--- src/rtl/topk_search_controller.sv ---
`default_nettype none
// ============================================================================
// Module      : topk_search_controller
// Description : Sequences one top-K retrieval query. Scored candidates are
//               buffered in a small skid FIFO. Each candidate that can still
//               enter the top-K is pushed to the priority queue, one at a
//               time. Candidates that cannot enter are pruned. Per-query
//               statistics are kept, and the query ends with a completion
//               pulse or a sticky timeout error.
// Ports       : clk, rst                      clock, sync active-high reset
//               query_start/query_abort       query control
//               cand_valid/ready/sim/idx/last candidate stream in
//               pq_clear/push/sim/idx         priority-queue command out
//               pq_done, pq_kth_sim           priority-queue status in
//               busy, query_done, error       query status out
//               cand/push/prune_count         saturating statistics
// Revision    : 1.0 - initial release
// ============================================================================
module topk_search_controller #(
  parameter int FIFO_DEPTH = 8,
  parameter int TIMEOUT    = 64,
  parameter int CNT_W      = 32
) (
  input  logic              clk,
  input  logic              rst,
  input  logic              query_start,
  input  logic              query_abort,
  input  logic              cand_valid,
  output logic              cand_ready,
  input  logic [31:0]       cand_sim,
  input  logic [31:0]       cand_idx,
  input  logic              cand_last,
  output logic              pq_clear,
  output logic              pq_push,
  output logic [31:0]       pq_sim,
  output logic [31:0]       pq_idx,
  input  logic              pq_done,
  input  logic [31:0]       pq_kth_sim,
  output logic              busy,
  output logic              query_done,
  output logic              error,
  output logic [CNT_W-1:0]  cand_count,
  output logic [CNT_W-1:0]  push_count,
  output logic [CNT_W-1:0]  prune_count
);

  localparam int PTR_W = $clog2(FIFO_DEPTH);
  localparam int TMR_W = $clog2(TIMEOUT) + 1;
  localparam logic [TMR_W-1:0] C_TMR_LAST = TMR_W'(TIMEOUT - 1);
  localparam logic [PTR_W:0]   C_DEPTH    = (PTR_W + 1)'(FIFO_DEPTH);
  localparam logic [CNT_W-1:0] C_CNT_ONE  = CNT_W'(1);

  typedef enum logic [2:0] {
    S_IDLE   = 3'd0,
    S_CLEAR  = 3'd1,
    S_FETCH  = 3'd2,
    S_ISSUE  = 3'd3,
    S_WAIT   = 3'd4,
    S_FINISH = 3'd5,
    S_ERROR  = 3'd6
  } state_e;

  state_e state_q, state_d;

  // FIFO entry layout: {last, idx, sim}
  logic [64:0]        fifo_mem_q [FIFO_DEPTH];
  logic [PTR_W-1:0]   wr_ptr_q, rd_ptr_q;
  logic [PTR_W:0]     fifo_cnt_q;
  logic               last_seen_q, last_reg_q, error_q;
  logic [TMR_W-1:0]   timer_q;
  logic [31:0]        pq_sim_q, pq_idx_q;
  logic [CNT_W-1:0]   cand_cnt_q, push_cnt_q, prune_cnt_q;

  logic        fifo_empty, fifo_full, accepting, fifo_wr, fifo_flush;
  logic [31:0] head_sim, head_idx;
  logic        head_last;
  logic        do_start, do_pop, do_prune, do_latch, do_timeout;

  assign fifo_empty = (fifo_cnt_q == '0);
  assign fifo_full  = (fifo_cnt_q == C_DEPTH);
  assign {head_last, head_idx, head_sim} = fifo_mem_q[rd_ptr_q];

  // Intake closes once the final beat of the query has been accepted.
  assign accepting = ((state_q == S_CLEAR) || (state_q == S_FETCH) ||
                      (state_q == S_ISSUE) || (state_q == S_WAIT)) && !last_seen_q;
  assign cand_ready = accepting && !fifo_full;
  assign fifo_wr    = cand_valid && cand_ready;

  assign do_start   = (state_q == S_IDLE) && query_start && !query_abort;
  assign fifo_flush = query_abort || (state_q == S_ERROR) || do_start;

  always_comb begin
    state_d    = state_q;
    pq_clear   = 1'b0;
    pq_push    = 1'b0;
    query_done = 1'b0;
    do_pop     = 1'b0;
    do_prune   = 1'b0;
    do_latch   = 1'b0;
    do_timeout = 1'b0;
    case (state_q)
      S_IDLE:  if (query_start) state_d = S_CLEAR;
      S_CLEAR: begin
        pq_clear = 1'b1;
        state_d  = S_FETCH;
      end
      S_FETCH: if (!fifo_empty) begin
        do_pop = 1'b1;
        // A score equal to the current K-th score cannot displace it.
        if (head_sim <= pq_kth_sim) begin
          do_prune = 1'b1;
          if (head_last) state_d = S_FINISH;
        end else begin
          do_latch = 1'b1;
          state_d  = S_ISSUE;
        end
      end
      S_ISSUE: begin
        pq_push = 1'b1;
        state_d = S_WAIT;
      end
      S_WAIT: begin
        if (pq_done) begin
          state_d = last_reg_q ? S_FINISH : S_FETCH;
        end else if (timer_q == C_TMR_LAST) begin
          do_timeout = 1'b1;
          state_d    = S_ERROR;
        end
      end
      S_FINISH: begin
        query_done = 1'b1;
        state_d    = S_IDLE;
      end
      S_ERROR: if (query_start) state_d = S_IDLE;
      default: state_d = S_IDLE;
    endcase
    // Abort wins over everything and suppresses any side effect of this cycle.
    if (query_abort) begin
      state_d    = S_IDLE;
      pq_clear   = 1'b0;
      pq_push    = 1'b0;
      query_done = 1'b0;
      do_pop     = 1'b0;
      do_prune   = 1'b0;
      do_latch   = 1'b0;
      do_timeout = 1'b0;
    end
  end

  always_ff @(posedge clk) begin
    if (rst) state_q <= S_IDLE;
    else     state_q <= state_d;
  end

  always_ff @(posedge clk) begin
    if (fifo_wr) fifo_mem_q[wr_ptr_q] <= {cand_last, cand_idx, cand_sim};
  end

  always_ff @(posedge clk) begin
    if (rst || fifo_flush) begin
      wr_ptr_q   <= '0;
      rd_ptr_q   <= '0;
      fifo_cnt_q <= '0;
    end else begin
      if (fifo_wr) wr_ptr_q <= wr_ptr_q + 1'b1;
      if (do_pop)  rd_ptr_q <= rd_ptr_q + 1'b1;
      case ({fifo_wr, do_pop})
        2'b10:   fifo_cnt_q <= fifo_cnt_q + 1'b1;
        2'b01:   fifo_cnt_q <= fifo_cnt_q - 1'b1;
        default: fifo_cnt_q <= fifo_cnt_q;
      endcase
    end
  end

  always_ff @(posedge clk) begin
    if (rst || do_start)            last_seen_q <= 1'b0;
    else if (fifo_wr && cand_last)  last_seen_q <= 1'b1;
  end

  always_ff @(posedge clk) begin
    if (rst) begin
      last_reg_q <= 1'b0;
      pq_sim_q   <= '0;
      pq_idx_q   <= '0;
    end else if (do_latch) begin
      last_reg_q <= head_last;
      pq_sim_q   <= head_sim;
      pq_idx_q   <= head_idx;
    end
  end

  always_ff @(posedge clk) begin
    if (rst || (state_q == S_ISSUE)) timer_q <= '0;
    else if (state_q == S_WAIT)      timer_q <= timer_q + 1'b1;
  end

  always_ff @(posedge clk) begin
    if (rst) error_q <= 1'b0;
    else if (query_abort ||
             (query_start && ((state_q == S_IDLE) || (state_q == S_ERROR))))
      error_q <= 1'b0;
    else if (do_timeout)
      error_q <= 1'b1;
  end

  // Statistics saturate at all-ones rather than wrapping.
  always_ff @(posedge clk) begin
    if (rst || do_start) begin
      cand_cnt_q  <= '0;
      push_cnt_q  <= '0;
      prune_cnt_q <= '0;
    end else begin
      if (do_pop && (cand_cnt_q != '1))    cand_cnt_q  <= cand_cnt_q + C_CNT_ONE;
      if (pq_push && (push_cnt_q != '1))   push_cnt_q  <= push_cnt_q + C_CNT_ONE;
      if (do_prune && (prune_cnt_q != '1)) prune_cnt_q <= prune_cnt_q + C_CNT_ONE;
    end
  end

  assign pq_sim      = pq_sim_q;
  assign pq_idx      = pq_idx_q;
  assign busy        = (state_q != S_IDLE);
  assign error       = error_q;
  assign cand_count  = cand_cnt_q;
  assign push_count  = push_cnt_q;
  assign prune_count = prune_cnt_q;

endmodule
`default_nettype wire

--- config.mk ---
export PLATFORM = sky130hd
export DESIGN_NAME = topk_search_controller
export DESIGN_NICKNAME = d
export VERILOG_FILES = /design/src/rtl/topk_search_controller.sv
export SDC_FILE = /design/constraint.sdc
export NUM_CORES = 1
export LEC_CHECK = 0
export CAP_MARGIN = 30
export CORE_MARGIN = 1
export CORE_UTILIZATION = 56
export CTS_CLUSTER_SIZE = 16
export DETAILED_ROUTE_END_ITERATION = 7
export HOLD_SLACK_MARGIN = 0.12
export PLACE_DENSITY = 0.76
export SYNTH_ARGS = -nofsm -noshare
export SYNTH_HDL_FRONTEND = slang
export SYNTH_SLANG_ARGS = --single-unit
--- constraint.sdc ---
create_clock -name clk -period 16.2 [get_ports clk]
set_input_delay 3.24 -clock clk [delete_from_list [all_inputs] [get_ports clk]]
set_output_delay 3.24 -clock clk [all_outputs]
set_load 0.05 [all_outputs]
# Yosys cells after proc, flatten, opt, wreduce, memory -nomap -nowiden
# Memory sizes are Yosys's and may differ from the RTL's. A register that Yosys moved wholly into a read port is not among the register bits.
# Index checks and enable logic that the tools add are counted.
# classes
add_sub_neg	8
n_lt_le_gt_ge	1
eq_ne	18
muxes	35
n_reduce_logical	30
# op_table
cell	n
32-bit by 1-bit adder with 32-bit output, second input constant	3
32-bit != test, second input constant	3
32-bit <= comparator	1
3-bit 2-to-1 mux	10
1-bit 2-to-1 mux	23
3-bit one-hot mux with 6 select lines	1
1-bit logical AND	10
1-bit logical OR	10
3-bit equality test, second input constant	3
4-bit one-hot mux with 2 select lines	1
7-bit by 1-bit adder with 7-bit output, second input constant	1
7-bit by 6-bit equality test with 1-bit output, second input constant	1
3-bit by 1-bit adder with 3-bit output, second input constant	2
3-bit by 2-bit equality test with 1-bit output, second input constant	2
2-bit != test, second input constant	3
3-bit != test, second input constant	2
5-bit AND reduction	1
4-bit by 1-bit adder with 4-bit output, second input constant	1
4-bit equality test, second input constant	1
4-bit logical NOT	1
2-bit OR reduction	2
4-bit by 1-bit subtractor with 4-bit output, second input constant	1
3-bit by 1-bit equality test with 1-bit output, second input constant	1
1-bit logical NOT	3
other kinds (5)	5
# word_totals
reg_bits	183
mem_bits_rw	520
inputBits	103
output_inout_bits	166
n_memories	1
# memory_table
memory	depth	width	read_ports	rd_clocked_by_memory_dff	write_ports	line	source
fifo_mem_q	8	65	1	1	1	66	logic [64:0] fifo_mem_q [FIFO_DEPTH];

# Depth between registers and ports, before layout
# logic_depth
depth_word	9
depth_mapped	14

# Worst setup path after synthesis
# Ideal clock, no wire load.
# synth_path
path_kind	input to register
start	input cand_valid
end	memory fifo_mem_q[4][0] (enable)
setup_time_ps	581
arrival_time_ps	8470
required_time_ps	15619
slack_ps	7149
path_stages	4
path_buffers	1
path_cell_list	and2_1 > clkbuf_1 > nand2b_1 > nor3b_1
# synth_between
elab_chain_len	3
# synth_lines
item	line	source
from (decl)	28	input logic cand_valid,
1-bit logical AND	87	assign fifo_wr = cand_valid && cand_ready;
1-bit 2-to-1 mux	156	if (fifo_wr) fifo_mem_q[wr_ptr_q] <= {cand_last, cand_idx, cand_sim};
1-bit 2-to-1 mux (not written as such)	156	
to (decl)	66	
# Every way passes these cells.

# Final worst setup path
# layout_path
start	input query_abort
end	output pq_push
# layout_between
elab_chain_len	1
# layout_lines
item	line	source
from (decl)	27	input logic query_abort,
1-bit 2-to-1 mux	138	if (query_abort) begin
to (decl)	34	output logic pq_push,
# Every way passes these cells.

==> qor.yml <==
root_buffer: "clkbuf_16"
ys_dominant_reg_cell: "edfxtp_1"
fin_cells: 2825
grtUsageMet2_pct: 41.9
hold_path.class: "reg -> reg"
mostFrequentLayoutCells: "edfxtp_1 (520), clkdlybuf4s50_1 (267), dfxtp_1 (183)"
route.detailed.drc: 0
status: "completed"
hold_buffers: 0
final_nets: 2236
hold_viol: 0
dieArea_um2: 51500
r2r_slack_ns: 9.89
period_share_pct: 51.4
setup_viol: 0
crit_type: "in -> out"
post_cts_resized: 0
rsz0062_at_grt: "no"
min_period_ns: 8.33
synthCells: 1806
start_kind: "input pin"
grtUsageMet1_pct: 31.5
die_h_um: 227
postSynthAreaPerCell_um2: 15.7
globalRoute.busiestLayer: "met2"
cts_buffers: 73
syn_to_final_growth_pct: 20.7
mostFrequentLayoutCell: "edfxtp_1"
postSynthNetCount: 1951
cts_buffer_depth: 3
ys_seq_area_share_pct: 68.3
ioPinCount: 269
start_util_pct: 56.6
grt_pass1_wl_um: 94400
clock_sinks: 706
seqPwrFrac_pct: 52.8
layout-drive-gt1-share_pct: 15.5
core_um2: 50100
utilization_pct: 68.3
cts_setup_buffers: 0
drt_first_iter_violations: 1409
cp.arrival_ns: 5.09
slew_headroom_pct: 30.8
rows: 82
die_x_um: 227
grt_max_degree: 73
gr-usage-met3_pct: 4.62
synthTopCellsByArea: "edfxtp_1 (55%), dfxtp_1 (13%), mux4_2 (10%)"
antenna_left: 0
internal-power_mw: 2.95
track_usage_pct: 24.4
htreeDepth: 3
netlist_area_um2: 28300
drv_slew: 0
combPwrFrac_pct: 2.5
synth-edff-count: 520
async_flop_share_pct: 0
clock_latency_ns: 0.61
power.leakage_nw: 10.8
viasPerCell: 5.94
ys_types: 71
synth.top_cell.area_share_pct: 55.1
vias: 16800
holdWs_ns: 0.482
wirelength_um: 62200
dr.pass1.iters: 6
skew_ns: 0.0221
wl_per_cell_um: 22.0
power_mw: 3.69
ys_warn_count: 0
clockPowerShare_pct: 44.7
tightest_slew_ns: 1.04
fin_setup_tns_ns: 0
post-place-cells: 2688
antenna_found_initial: 7
grt_overflow: 0
max_cap_viol_count: 0
yosys.area.top_type: "edfxtp_1"
vdd.ir_drop.worst_mv: 0.0778
cts.reportedPaths.clkPinSlew_ns: 0.06
end_kind: "output port"
gp_congestion: 0.845
synth-seq-cells: 706
port_buffers: 268
power.switching_mw: 0.740
p_sw_share_pct: 20.1
timing.critical_path.required_ns: 12.96
hpwlAfterDp_um: 36600
cts_tree: "yes"
p_per_area_nw_per_um2: 108
path_max_fanout: 5
grt_pass1_vias: 16800
fmax_mhz: 120
==> registers in the layout, summed over array words and instances, names as in the netlist, 4 cells and up, named ones only <==
signal and flops:
cand_count 32, fifo_cnt_q 4, fifo_mem_q 520, pq_idx 32, pq_sim 32, prune_count 32
push_count 32, timer_q 7
==> cells in the mapped netlist (7+ instances only) <==
cell and n:
dfxtp_1 186, ha_1 41, mux2i_1 68, nand4_1 31
nand3_1 49, and2_1 7, buf_1 22, a211oi_1 35
or4_1 25, or3_1 34, a21o_1 7, nor2_1 160
mux2_2 31, nor4_1 10, o31ai_1 14, xnor2_1 28
nor3_1 16, nand2_1 56, inv_1 51, edfxtp_1 520
xor2_1 28, buf_2 9, mux4_2 130, and4_1 10
and3_1 15, a21oi_1 72, o21ai_0 38, clkbuf_1 51
==> routing by layer <==
metal / wire length [um] / vias up
met3: 4310 / 95
met5: 69 / -
li1: - / 7607
met1: 25300 / 8485
met4: 1100 / 10
met2: 31500 / 571
==> per-stage QoR <==
stage | setup slack (ns) | cell area (um2)
final | 7.87 | 34200
after global routing | 7.80 | 34200
after CTS | 7.90 | 34200
after detailed placement | 7.90 | 31800
after global placement | 7.94 | 31800
after floorplan | 7.15 | 28300
==> critical path: stages <==
cell and delay, ns:
clkdlybuf4s50_1 0.50, nor2_2 0.23, and3_1 0.28, clkdlybuf4s50_1 0.83
==> logic make-up after synthesis <==
| family | count (synthesis) | synth area share [%] |
|---|---|---|
| buffers and inverters | 138 | 1.92 |
| XOR/XNOR | 56 | 1.73 |
| AND/OR/NAND/NOR | 444 | 8.10 |
| AO/OA/AOI/OAI | 191 | 4.15 |
| multiplexers | 229 | 14.0 |
| flip-flops | 706 | 68.3 |
| adder cells (fa/ha/maj) | 42 | 1.88 |
==> final timing paths <==
check | startpoint | depth (start not counted) | to
max | query_abort | 4 | pq_push
min | rd_ptr_q[1] | 2 | register
max reg2reg | register | 11 | state_q[1]
min reg2reg | rd_ptr_q[1] | 2 | register
==> power by group through the flow <==
stage | combinational [mW] | clock (mW) | sequential, mW
2_1_floorplan | 0.0378 | 0 | 1.98
3_3_place_gp | 0.0866 | 0 | 1.98
3_5_place_dp | 0.0917 | 0 | 1.98
4_1_cts | 0.0924 | 1.68 | 1.95
5_1_grt | 0.100 | 1.75 | 1.94
6_report | 0.0921 | 1.65 | 1.95
==> final cells by class <==
| cell class | instances | area, um2 |
|---|---|---|
| antenna | 2 | 5.00 |
| clock inverter | 28 | 262 |
| multi-input combinational | 962 | 8520 |
| clock buffer | 107 | 2130 |
| sequential | 706 | 19300 |
| tap | 672 | 841 |
| inverter | 53 | 199 |
| timing repair buffer | 295 | 2910 |
| fill | 3398 | 15900 |
No activity file was read; power rests on OpenSTA's default activity.
